## src/rtl/if_stage_if.sv

```systemverilog
// Instruction-memory request/response bus between the fetch stage (master)
// and instruction memory (slave): one request outstanding at a time.
interface if_stage_if;
  logic        imem_req;
  logic [31:0] imem_addr;
  logic        imem_ready;
  logic        imem_rvalid;
  logic [31:0] imem_rdata;

  modport master (
    output imem_req, imem_addr,
    input  imem_ready, imem_rvalid, imem_rdata
  );

  modport slave (
    input  imem_req, imem_addr,
    output imem_ready, imem_rvalid, imem_rdata
  );
endinterface

```

## src/rtl/if_stage.sv

```systemverilog
// Instruction fetch stage with IF/ID register, single-outstanding imem handshake,
// flush/redirect and stall handling. Optional counters via IF_STAGE_PERF_CNT_EN.
module if_stage #(
  parameter logic [31:0] RESET_PC = 32'h0000_0000,
  parameter logic [31:0] NOP_INST = 32'h0000_0013
) (
  input  logic        clk,
  input  logic        rst,
  if_stage_if.master  imem,
  input  logic        stall,
  input  logic        IF_flush,
  input  logic [31:0] branch_target,
  output logic [31:0] IF_ID_inst,
  output logic [31:0] IF_ID_pc,
  output logic        IF_ID_valid
`ifdef IF_STAGE_PERF_CNT_EN
  ,
  output logic [31:0] perf_fetch_cnt,
  output logic [31:0] perf_flush_cnt
`endif
);

  typedef enum logic [1:0] {S_FETCH, S_WAIT, S_HOLD, S_KILL} state_t;

  state_t      state;
  logic [31:0] pc;
  logic [31:0] hold_inst;
  logic        load_en;
  logic [31:0] load_data;
  logic        unused_bt;

  function automatic logic [31:0] align_pc(input logic [29:0] word_addr);
    return {word_addr, 2'b00};
  endfunction

  assign unused_bt = ^branch_target[1:0];

  assign imem.imem_req  = (state == S_FETCH) && !rst;
  assign imem.imem_addr = pc;

  // IF/ID loads either straight from the response or from the hold buffer once stall clears
  assign load_en   = !IF_flush && !stall &&
                     ((state == S_WAIT && imem.imem_rvalid) || state == S_HOLD);
  assign load_data = (state == S_HOLD) ? hold_inst : imem.imem_rdata;

  always_ff @(posedge clk) begin
    if (rst) begin
      state       <= S_FETCH;
      pc          <= RESET_PC;
      IF_ID_inst  <= NOP_INST;
      IF_ID_pc    <= 32'h0;
      IF_ID_valid <= 1'b0;
    end else if (IF_flush) begin
      IF_ID_inst  <= NOP_INST;
      IF_ID_pc    <= 32'h0;
      IF_ID_valid <= 1'b0;
      pc          <= align_pc(branch_target[31:2]);
      case (state)
        S_FETCH: if (imem.imem_ready) state <= S_KILL;
        S_WAIT:  state <= imem.imem_rvalid ? S_FETCH : S_KILL;
        S_HOLD:  state <= S_FETCH;
        S_KILL:  if (imem.imem_rvalid) state <= S_FETCH;
        default: state <= S_FETCH;
      endcase
    end else begin
      if (load_en) begin
        IF_ID_inst  <= load_data;
        IF_ID_pc    <= pc;
        IF_ID_valid <= 1'b1;
        pc          <= pc + 32'd4;
      end
      case (state)
        S_FETCH: if (imem.imem_ready) state <= S_WAIT;
        S_WAIT: begin
          if (imem.imem_rvalid) begin
            if (stall) begin
              hold_inst <= imem.imem_rdata;
              state     <= S_HOLD;
            end else begin
              state <= S_FETCH;
            end
          end
        end
        S_HOLD:  if (!stall) state <= S_FETCH;
        S_KILL:  if (imem.imem_rvalid) state <= S_FETCH;
        default: state <= S_FETCH;
      endcase
    end
  end

`ifdef IF_STAGE_PERF_CNT_EN
  always_ff @(posedge clk) begin
    if (rst) begin
      perf_fetch_cnt <= 32'h0;
      perf_flush_cnt <= 32'h0;
    end else begin
      if (load_en)  perf_fetch_cnt <= perf_fetch_cnt + 32'd1;
      if (IF_flush) perf_flush_cnt <= perf_flush_cnt + 32'd1;
    end
  end
`endif

endmodule

```

## src/flat_wrapper.sv

```systemverilog
// flat-port wrapper written by rule: the top's interface ports become plain ports
module if_stage_flat 
#(
  parameter logic [31:0] RESET_PC = 32'h0000_0000,
  parameter logic [31:0] NOP_INST = 32'h0000_0013
)
  (clk, rst, stall, IF_flush, branch_target, IF_ID_inst, IF_ID_pc, IF_ID_valid, imem_imem_req, imem_imem_addr, imem_imem_ready, imem_imem_rvalid, imem_imem_rdata);
  if_stage_if imem_i ();
  input  logic clk;
  input  logic rst;
  input  logic stall;
  input  logic IF_flush;
  input  logic [31:0] branch_target;
  output logic [31:0] IF_ID_inst;
  output logic [31:0] IF_ID_pc;
  output logic IF_ID_valid;
  output wire logic [$bits(imem_i.imem_req)-1:0] imem_imem_req;
  output wire logic [$bits(imem_i.imem_addr)-1:0] imem_imem_addr;
  input wire logic [$bits(imem_i.imem_ready)-1:0] imem_imem_ready;
  input wire logic [$bits(imem_i.imem_rvalid)-1:0] imem_imem_rvalid;
  input wire logic [$bits(imem_i.imem_rdata)-1:0] imem_imem_rdata;
  assign imem_imem_req = imem_i.imem_req;
  assign imem_imem_addr = imem_i.imem_addr;
  assign imem_i.imem_ready = imem_imem_ready;
  assign imem_i.imem_rvalid = imem_imem_rvalid;
  assign imem_i.imem_rdata = imem_imem_rdata;
  if_stage #(.RESET_PC(RESET_PC), .NOP_INST(NOP_INST)) u_core (.clk(clk), .rst(rst), .imem(imem_i), .stall(stall), .IF_flush(IF_flush), .branch_target(branch_target), .IF_ID_inst(IF_ID_inst), .IF_ID_pc(IF_ID_pc), .IF_ID_valid(IF_ID_valid));
endmodule
```

## config.mk

```make
export PLATFORM = sky130hd
export DESIGN_NAME = if_stage_flat
export DESIGN_NICKNAME = d
export VERILOG_FILES = /design/src/rtl/if_stage_if.sv /design/src/rtl/if_stage.sv /design/src/flat_wrapper.sv
export SDC_FILE = /design/constraint.sdc
export NUM_CORES = 1
export LEC_CHECK = 0
export ABC_AREA = 1
export CORE_ASPECT_RATIO = 2
export CORE_MARGIN = 1
export CORE_UTILIZATION = 40
export DETAILED_ROUTE_END_ITERATION = 7
export PLACE_DENSITY = 0.69
export SLEW_MARGIN = 30
export SYNTH_ARGS = -nofsm -noshare
export SYNTH_HDL_FRONTEND = slang
export SYNTH_SLANG_ARGS = --single-unit
```

## constraint.sdc

```tcl
create_clock -name clk -period 5.67 [get_ports clk]
set_input_delay 1.701 -clock clk [delete_from_list [all_inputs] [get_ports clk]]
set_output_delay 1.701 -clock clk [all_outputs]
set_load 0.01 [all_outputs]
```

Word level (Yosys, flattened, before mapping)
Cells that the tools add are included.
Operators by class
  muxes and demuxes: 13
  equal/unequal tests: 6
  add/subtract/negate cells: 1
  reduce and logical (&&, ||, !) cells: 13
  bitwise logic cells: 2
Operator list (count)
  32-bit 2-to-1 mux: 3
  32-bit by 3-bit adder with 32-bit output, second input constant: 1
  2-bit 2-to-1 mux: 8
  2-bit one-hot mux with 4 select lines: 2
  3-bit != test, second input constant: 2
  5-bit AND reduction: 1
  2-bit equality test, second input constant: 2
  1-bit logical AND: 4
  1-bit logical NOT: 3
  3-bit AND reduction: 1
  2-bit by 1-bit equality test with 1-bit output, second input constant: 1
  2-bit logical NOT: 1
  2-bit != test, second input constant: 1
  1-bit inverter: 2
  2-bit nonzero test: 1
  2-bit OR reduction: 1
  1-bit logical OR: 1
Storage, ports and cells
  output and inout bits: 98
  word-level logic and storage cells: 42
  flip-flop bits (word level): 131
  input port bits: 70

Longest topological paths before layout
  word-level depth: 6
  mapped depth: 11

Worst setup path before layout
OpenSTA, ideal clock, no wires.
  path type: input port to flip-flop
  start: input IF_flush
  end: register u_core.hold_inst[0] (enable)
  data arrival time: 4.678 ns
  data required time: 5.209 ns
  setup time: 0.461 ns
  stages: 6
  path buffers: 3
  slack: 0.531 ns
  cells stage by stage: buf_6 nor2_2 inv_1 buf_2 buf_2 nor3_1
Between the ends
  cells in the longest elaborated chain, start to end: 2
RTL lines
  start: declaration: RTL line flat_wrapper.sv:12  | input logic IF_flush;
  1-bit inverter (no line)
  5-bit AND reduction (no line)
  end signal: assignment: RTL line if_stage.sv:77  | hold_inst <= imem.imem_rdata;
  end: declaration: RTL line if_stage.sv:27  | logic [31:0] hold_inst;
No other way between the ends.
A chain may end at the register's enable or synchronous reset.

Worst setup path after layout
  start: input rst
  end: output imem_imem_req
Between the ends
  cells in the longest elaborated chain, start to end: 2
RTL lines
  start: declaration: RTL line flat_wrapper.sv:10  | input logic rst;
  1-bit logical NOT: RTL line if_stage.sv:38  | assign imem.imem_req = (state == S_FETCH) && !rst;
  1-bit logical AND: RTL line if_stage.sv:38
  end: declaration: RTL line flat_wrapper.sv:17  | output wire logic [$bits(imem_i.imem_req)-1:0] imem_imem_req;
No other way between the ends.

==> summary.md <==
| Metric | Value |
|---|---|
| Clk_lat worst skew | `0.41 ns` |
| Hold buffer count at cts | `0` |
| Worst Setup End Kind | `output port` |
| Tot GR Track Use | `23.3%` |
| Worst-Margin Slew | `0.583 ns` |
| Finished layout cell area | `8170 sq um` |
| Number of buffers created by CTS | `17` |
| Leak Pwr | `3.16 nW` |
| Yosys cell types | `36` |
| Layout cells sized above 1 | `7.27%` |
| Post-Syn Instances | `757` |
| Setup Viol. Count Final | `0` |
| Commonest non-fill, non-tap cell in the layout | `nand2_1` |
| Core area | `14,300 sq um` |
| Vias in the first global route | `5,384` |
| PortBufs | `161` |
| Clk buf depth | `2` |
| H-tree depth reported by CTS | `4` |
| Layout area overhead | `40.4%` |
| Clock Root Buffer | `clkbuf_16` |
| Total power | `0.00270 W` |
| Seq cells post-synth | `127` |
| Num Clock Sinks | `127` |
| CP arrival | `2.76 ns` |
| Hpwl dp | `11.9 mm` |
| Initial core utilization | `40.8%` |
| Register area share after synthesis | `49.2%` |
| Final Hold Fails | `0` |
| Setup_tns | `0 ns` |
| Minimum clock period | `4.46 ns` |
| Clk_skew | `0.0149 ns` |
| CP delay by family, top | `buffers and inverters` |
| Clock slew at reported path FFs | `0.06 ns` |
| Synth Area per Inst | `7.68 sq um` |
| # diodes | `0` |
| Peak Freq | `224 MHz` |
| Crit Path Max Fanout | `2` |
| Setup crit start kind | `input port` |
| Critical Path, Cell by Cell | `clkdlybuf4s50_1 > nor2_1 > clkdlybuf4s50_1` |
| Max stage delay cell, worst path | `clkdlybuf4s50_1` |
| CP required | `3.97 ns` |
| Largest stage delay on the critical path | `0.54 ns` |
| DIE AREA | `15,100 sq um` |
| Remaining antenna violation count | `0` |
| Slew Viols, Final | `0` |
| Post-CTS sizing | `0` |
| YS warnings | `0` |
| Tightest Hold Check Type | `flip-flop to flip-flop` |
| VDD IR max | `222 uV` |
| PwrDens | `330 nW/um^2` |
| Top Ports | `168` |
| Worst path most repeated cell | `clkdlybuf4s50_1` |
| DR WL/cell | `15.1 um` |
| Worst rel slew slack | `61.1%` |
| Grt ovf | `0` |
| Initial antenna violation count | `0` |
| CTS tree | `done` |
| Routability Congestion | `0.898` |
| Unrepaired setup endpoints after global routing | `no` |
| Status | `completed` |
| Max-cap violations | `0` |
| Die height | `173 um` |
| Rows | `62` |
| Via/cell ratio | `4.97` |
| Critical path class | `input port to output port` |
| Die width | `87.3 um` |
| Area after DPL | `7510 sq um` |
| Tcrit/Tclk final | `78.7%` |
| Number of detailed-route iterations in the first pass | `4` |
| Drt total wl | `16.8 mm` |
| Initial DRC count | `264` |
| Global-route wire length before repair | `27.0 mm` |
| Final Util | `57.2%` |
| DRC | `0` |
| Buf+Inv Stages, Crit Path | `2` |
| Mapped Area | `5820 sq um` |
| Largest net degree at the start of global routing | `48` |
| Leading cell types in the layout, fill and taps excluded | `nand2_1, clkdlybuf4s50_1, dfxtp_1` |
| Via count | `5,527` |
| Fin nets | `979` |
| Postcts setup bufs | `0` |
-- final timing paths --
path                       from                       end  slack, ns  cells after the start
max                         rst             imem_imem_req       1.21                      3
min          u_core.IF_ID_pc[9]        u_core.IF_ID_pc[9]       0.47                      2
max reg2reg     u_core.state[1]  u_core.imem.imem_addr[7]       3.53                      9
min reg2reg  u_core.IF_ID_pc[9]        u_core.IF_ID_pc[9]       0.47                      2
-- synthesized netlist by cell type, drive strengths merged --
cell    number  share of area, %
a211oi      10               1.3
a21oi       26               2.3
a311oi       6              0.90
a31oi       28               3.0
buf         29               3.4
clkbuf      12              0.77
conb         1             0.064
dfxtp       95                33
edfxtp      32                17
ha           1              0.22
inv         76               4.9
nand2      213                14
nand3       53               4.6
nand3b       2              0.26
nand4        5              0.54
nor2        91               7.0
nor3         9              0.77
o211ai       5              0.65
o21a         1              0.13
o21ai       57               5.2
o311ai       1              0.15
o31ai        2              0.26
or2          1              0.11
xnor2        1              0.15
-- cell type report --
cell class / instances / area (sq um)
Fill cell: 1395 / 6110
Clock inverter: 10 / 148
Timing Repair Buffer: 170 / 1680
Tap cell: 192 / 240
Inverter: 76 / 285
Sequential cell: 127 / 2860
Clock buffer: 22 / 508
Multi-Input combinational cell: 516 / 2440
-- state kept, by name, indices dropped and copies added, names as in the netlist --
register               count
u_core.IF_ID_inst         32
u_core.IF_ID_pc           30
u_core.IF_ID_valid         1
u_core.hold_inst          32
u_core.imem.imem_addr     30
u_core.state               2
-- per-stage QoR --
stage	std cells	hold slack, ns	setup WS [ns]
2_1_floorplan	760	0.483	0.531
4_1_cts	1113	0.468	1.20
5_1_grt	1113	0.484	1.16
3_5_place_dp	1081	0.458	1.20
6_report	1113	0.469	1.21
3_3_place_gp	1081	0.455	1.22
-- where the power goes --
group          total, W  switching (W)  internal, W
Clock           0.00119       0.000416     0.000776
Combinational  0.000486       0.000291     0.000195
Sequential      0.00102      0.0000429     0.000977
-- tightest hold or removal path: cells and delay by family (launching register included) --
| family | cells | cell delay (ns) |
|---|---|---|
| and+or+nand+nor | 1 | 0.06 |
| AOI/OAI and AO/OA | 1 | 0.05 |
| DFF | 1 | 0.31 |
-- metal layers --
| layer | track usage, % | wire (um) | up-vias |
|---|---|---|---|
| li1 | - | - | 2800 |
| met1 | 24.5 | 6200 | 2533 |
| met2 | 41.6 | 9110 | 159 |
| met3 | 6.16 | 909 | 35 |
| met4 | 11.6 | 619 | 0 |
| met5 | 0 | 0 | - |
-- cell families (layout without fill, tap and decap cells) --
logic type,Yosys count,count (layout),synth area share [%]
fa+ha+maj,1,1,0.215
other cells,1,4,0.0645
simple gates,374,374,27.5
compound gates,136,136,13.9
flops,127,127,49.2
buf+inv,117,278,9.03
xor+xnor,1,1,0.151
Power figures use the tool's default switching activity.
